===== config.mk =====
export PLATFORM = sky130hd
export DESIGN_NAME = load_store_unit
export DESIGN_NICKNAME = d
export VERILOG_FILES = /design/src/rtl/load_store_unit.sv
export SDC_FILE = /design/constraint.sdc
export NUM_CORES = 1
export LEC_CHECK = 0
export ABC_AREA = 1
export BUFFER_PORTS_ARGS = -buffer_cell sky130_fd_sc_hd__buf_2
export CAP_MARGIN = 20
export CORE_ASPECT_RATIO = 0.9
export CORE_UTILIZATION = 56
export DETAILED_ROUTE_END_ITERATION = 10
export PLACE_DENSITY = 0.95
export SLEW_MARGIN = 20
export SYNTH_ARGS = -nofsm -noshare
export SYNTH_HDL_FRONTEND = slang
export SYNTH_SLANG_ARGS = --single-unit

===== constraint.sdc =====
create_clock -name clk -period 4.4 [get_ports clk]
set_input_delay 0.22 -clock clk [delete_from_list [all_inputs] [get_ports clk]]
set_output_delay 0.22 -clock clk [all_outputs]
set_load 0.02 [all_outputs]

===== src/rtl/load_store_unit.sv =====
// rtl/load_store_unit.sv - RV32I MEM-stage load/store unit driving a single-port word RAM.
// Sub-word stores use read-modify-write; responses are one-cycle pulses with held data.
module load_store_unit #(
   parameter int DEPTH_WORDS = 1024
) (
   input  logic        clk,
   input  logic        rst,
   input  logic        req_valid,
   output logic        req_ready,
   input  logic        req_we,
   input  logic [2:0]  req_f3,
   input  logic [31:0] req_addr,
   input  logic [31:0] req_wdata,
   output logic        resp_valid,
   output logic [31:0] resp_rdata,
   output logic        resp_err,
   output logic [31:0] mem_addr,
   output logic        mem_we,
   output logic [31:0] mem_wdata,
   input  logic [31:0] mem_rdata
);

   localparam logic [31:0] DEPTH = 32'(DEPTH_WORDS);

   typedef enum logic [2:0] {S_IDLE, S_READ, S_CAP, S_WRITE, S_RESP} state_t;

   state_t      r_state;
   state_t      w_next;
   logic        r_we;
   logic [2:0]  r_f3;
   logic [1:0]  r_off;
   logic [31:0] r_mem_addr;
   logic [31:0] r_mem_wdata;
   logic [31:0] r_resp_rdata;
   logic        r_resp_err;

   logic        w_accept;
   logic        w_bad_f3;
   logic        w_misalign;
   logic        w_range;
   logic        w_err;
   logic [7:0]  w_byte;
   logic [15:0] w_half;
   logic [31:0] w_load_data;
   logic [31:0] w_merge;

   assign w_accept = req_valid && (r_state == S_IDLE);

   always_comb begin
      w_bad_f3   = req_we ? (req_f3 > 3'b010) : ((req_f3 == 3'b011) || (req_f3[2:1] == 2'b11));
      w_misalign = ((req_f3[1:0] == 2'b01) && req_addr[0]) ||
                   ((req_f3[1:0] == 2'b10) && (req_addr[1:0] != 2'b00));
      w_range    = {2'b00, req_addr[31:2]} >= DEPTH;
      w_err      = w_bad_f3 || w_misalign || w_range;
   end

   always_ff @(posedge clk or posedge rst) begin
      if (rst) r_state <= S_IDLE;
      else     r_state <= w_next;
   end

   always_comb begin
      w_next = r_state;
      case (r_state)
         S_IDLE: begin
            if (req_valid) begin
               if (w_err)                            w_next = S_RESP;
               else if (req_we && req_f3 == 3'b010)  w_next = S_WRITE;
               else                                  w_next = S_READ;
            end
         end
         S_READ:  w_next = S_CAP;
         S_CAP:   w_next = r_we ? S_WRITE : S_RESP;
         S_WRITE: w_next = S_RESP;
         S_RESP:  w_next = S_IDLE;
         default: w_next = S_IDLE;
      endcase
   end

   always_comb begin
      req_ready  = (r_state == S_IDLE);
      resp_valid = (r_state == S_RESP);
      mem_we     = (r_state == S_WRITE);
   end

   // Little-endian lane select on the word returned in CAP.
   always_comb begin
      w_byte = mem_rdata[{r_off, 3'b000} +: 8];
      w_half = mem_rdata[{r_off[1], 4'b0000} +: 16];
      case (r_f3)
         3'b000:  w_load_data = {{24{w_byte[7]}}, w_byte};
         3'b001:  w_load_data = {{16{w_half[15]}}, w_half};
         3'b100:  w_load_data = {24'h0, w_byte};
         3'b101:  w_load_data = {16'h0, w_half};
         default: w_load_data = mem_rdata;
      endcase
      w_merge = mem_rdata;
      if (r_f3[1:0] == 2'b00) w_merge[{r_off, 3'b000} +: 8]     = r_mem_wdata[7:0];
      else                    w_merge[{r_off[1], 4'b0000} +: 16] = r_mem_wdata[15:0];
   end

   always_ff @(posedge clk or posedge rst) begin
      if (rst) begin
         r_we         <= 1'b0;
         r_f3         <= 3'b000;
         r_off        <= 2'b00;
         r_mem_addr   <= 32'h0;
         r_mem_wdata  <= 32'h0;
         r_resp_rdata <= 32'h0;
         r_resp_err   <= 1'b0;
      end else begin
         if (w_accept && !w_err) begin
            r_we        <= req_we;
            r_f3        <= req_f3;
            r_off       <= req_addr[1:0];
            r_mem_addr  <= {req_addr[31:2], 2'b00};
            r_mem_wdata <= req_wdata;
         end
         if (r_state == S_CAP && r_we) r_mem_wdata <= w_merge;
         // Response registers change only on entry to RESP so they hold between responses.
         if (w_next == S_RESP && r_state != S_RESP) begin
            r_resp_err   <= (r_state == S_IDLE);
            r_resp_rdata <= (r_state == S_CAP) ? w_load_data : 32'h0;
         end
      end
   end

   assign mem_addr   = r_mem_addr;
   assign mem_wdata  = r_mem_wdata;
   assign resp_rdata = r_resp_rdata;
   assign resp_err   = r_resp_err;

endmodule

==> run metrics <==
Crit path arrival time 3.13 ns; Hold-fix buffers, CTS 0; post-synthesis cell type count 34; Hold Slack 0.0227 ns; RSZ-0062 raised after global routing false; largest net degree at the start of global routing 65; area delta synth->final 19.8%; Core Util, Final 0.691; worst-skew pair later-pin latency roughly 0.36 ns; VDD IR max 153 uV; Post-Route WL 19.6 mm; status completed; Slew HR 0.448; sw frac 0.262; Worst Setup Start Kind flop; cell leakage power about 4.3 nW; clock buffers created by TritonCTS 9; Die Width 113 um; area of the multi-input gates 3030 sq um; first-pass GRT wire length 30.5 mm; GRT Total Usage 0.341; Pint about 1.4 mW; setup slack at placement 1.60 ns; dpl cell area 7200 sq um; Fin Clk Skew 0.00534 ns; CTS tree built; share of layout cells above drive strength 1 0.225; crit share post-route 0.656; via/cell ratio 5.50; post-synthesis mux area share 0; Non-Filler Instances 1,234; antenna violations before repair 2; synth warn 0; post-synthesis simple-gate area fraction 0.316; Final min period a little under 3 ns; Max-Cap Viols 0; final hold vios 0; clk buf depth 2; #FFs+latches synth 104; post-synthesis compound-gate area fraction 0.156; Clock Power Share 0.419; fin area ~7500 sq um; Clock transition at path regs 0.08 ns; Fmax 346 MHz; total negative setup slack 0 ns; final setup margin roughly 1.5 ns; die height 102 um; CTS resizes 0; filler cell count about 950; die area between 10,000 and 15,000 sq um; crit-path cells inv_1 -> nand2_2 -> nor2_4 -> inv_4 -> nor2_4 -> inv_2 -> nand2_2 -> nand2_4 -> nand2_1 -> nand2_1; final setup fails 0; # IOs 203; Seq pwr share 0.494; adder-cell share of the synthesized area 0.00999; WL/cell 15.9 um; CP endpoint mem_wdata[5]; FF+latch area between 2000 and 3000 sq um; H-tree depth 3; sequential element share of the synthesized area 0.416; crit path from r_state[2]; nets@finish about 1.2k; syn avg cell area 6.87 sq um; initial DRC count 677; Setup CP Type reg -> reg; RR Endpoint mem_wdata[5]; Residual DRC 0; Power, Total 1.94 mW; Hold Path Class in -> async; Worst-Margin Slew around 0.83 ns; 1st-pass router iterations 6; reg2reg setup slack 1.51 ns; Net Sw Power 0.509 mW; Worst setup EP type flop; Max Slew Vio Count 0; antenna-violating nets left 0; PD cells 259 nW/um^2; slowest cell delay on critical path 0.53 ns; mapped cell area 6260 sq um; share of power burned in combinational logic 0.088; initial core utilization 0.577; Clock Sinks 104; HPWL Detailed ~15 mm; Mapped Cells 912; Inst Count DP 1,218; Port Buffers 200; antenna cells 0; Data required, critical path 4.65 ns; vias about 6.8k; FF-to-FF path depth 10; Crit Path Max Fanout 50; grt total ovfl 0; slowest CP cell nand2_2; GPL Wtd Cong 0.995; FF-to-FF Start r_state[2]; Core Rows 36; total core area about 11,000 sq um; vias in the first global route 6,016; largest family of logic cells by synthesized area simple AND/OR/NAND/NOR gates; CTS Root Cell clkbuf_16; area share of xor/xnor cells in the synthesized design 0; number of setup buffers added after CTS 0
## worst max-delay path: cells and delay by family, from the launching register on
kind,cells,cell delay [ns]
DFF,1,0.38
buffers and inverters,3,0.74
and+or+nand+nor,7,1.63
## layout by cell type, fill, tap and decap left out, types with 3 or more instances in the layout
master       n
a21oi_1     59
nand2_1    276
o221ai_1     3
o21ai_0     97
inv_8        3
inv_2        3
o22ai_1     12
nor2_1      90
nor2_2       3
clkbuf_16    9
buf_2      200
buf_4        5
nand2_2      6
o211ai_1     3
a211oi_1     6
dfrtp_1    104
ha_1         5
inv_1       84
nand3_1     89
## logic make-up (layout without fill, tap and decap cells)
logic type	after synthesis	after routing
buffers and inverters	142	311
AND/OR/NAND/NOR	476	476
adder cells (fa/ha/maj)	5	5
other	1	2
flip-flops	104	104
AO/OA/AOI/OAI	184	184
## power by group through the flow
stage | clock, mW | sequential [mW] | combinational [mW]
after global placement | 0 | 0.976 | 0.164
final | 0.812 | 0.957 | 0.170
after detailed placement | 0 | 0.976 | 0.166
after global routing | 0.850 | 0.958 | 0.187
after floorplan | 0 | 0.978 | 0.0851
after CTS | 0.816 | 0.957 | 0.167
## worst min-delay path by stage
| stage | startpoint | to | slack [ns] |
|---|---|---|---|
| after detailed placement | rst | mem_addr[16] | 0.42 |
| after global placement | rst | mem_addr[16] | 0.41 |
| after floorplan | req_addr[2] | mem_addr[2] | 0.33 |
| after global routing | rst | mem_addr[15] | 0.09 |
| final | rst | mem_addr[31] | 0.02 |
| after CTS | rst | mem_addr[15] | 0.04 |
## cell type report
type	count	area share
Multi-Input combinational cell	667	0.404
Sequential cell	104	0.347
Inverter	90	0.0457
Tap cell	152	0.0254
Clock inverter	6	0.00784
Clock buffer	10	0.0319
Timing Repair Buffer	205	0.138
## sequential cells by signal, summed over array words and instances, names as in the netlist
signal,count
r_off,2
r_state,3
r_we,1
mem_addr,30
r_f3,3
resp_err,1
resp_rdata,32
mem_wdata,32
## cells in the mapped netlist (all sizes together)
| library cell | count | area, sq um |
|---|---|---|
| buf | 33 | 223 |
| and2 | 1 | 6.26 |
| nand4 | 2 | 12.5 |
| nor3 | 2 | 10.0 |
| ha | 5 | 62.6 |
| o211ai | 3 | 22.5 |
| dfrtp | 104 | 2600 |
| or2 | 1 | 6.26 |
| clkinv | 1 | 3.75 |
| a211oi | 6 | 45.0 |
| nand3 | 91 | 473 |
| conb | 1 | 3.75 |
| clkbuf | 19 | 73.8 |
| o22ai | 12 | 75.1 |
| nor2 | 95 | 377 |
| o21ai | 99 | 495 |
| nand2 | 284 | 1100 |
| o221ai | 3 | 26.3 |
| a21o | 1 | 7.51 |
| inv | 89 | 337 |
| a21oi | 60 | 304 |
## routing by layer
layer / routed length, um / GRT usage / vias to the layer above
li1: - / - / 3258
met5: 11 / 0 / -
met3: 2010 / 0.0884 / 57
met2: 8650 / 0.533 / 397
met4: 762 / 0.159 / 2
met1: 8130 / 0.447 / 3076
Note: power is estimated with default switching activity, not from simulation.
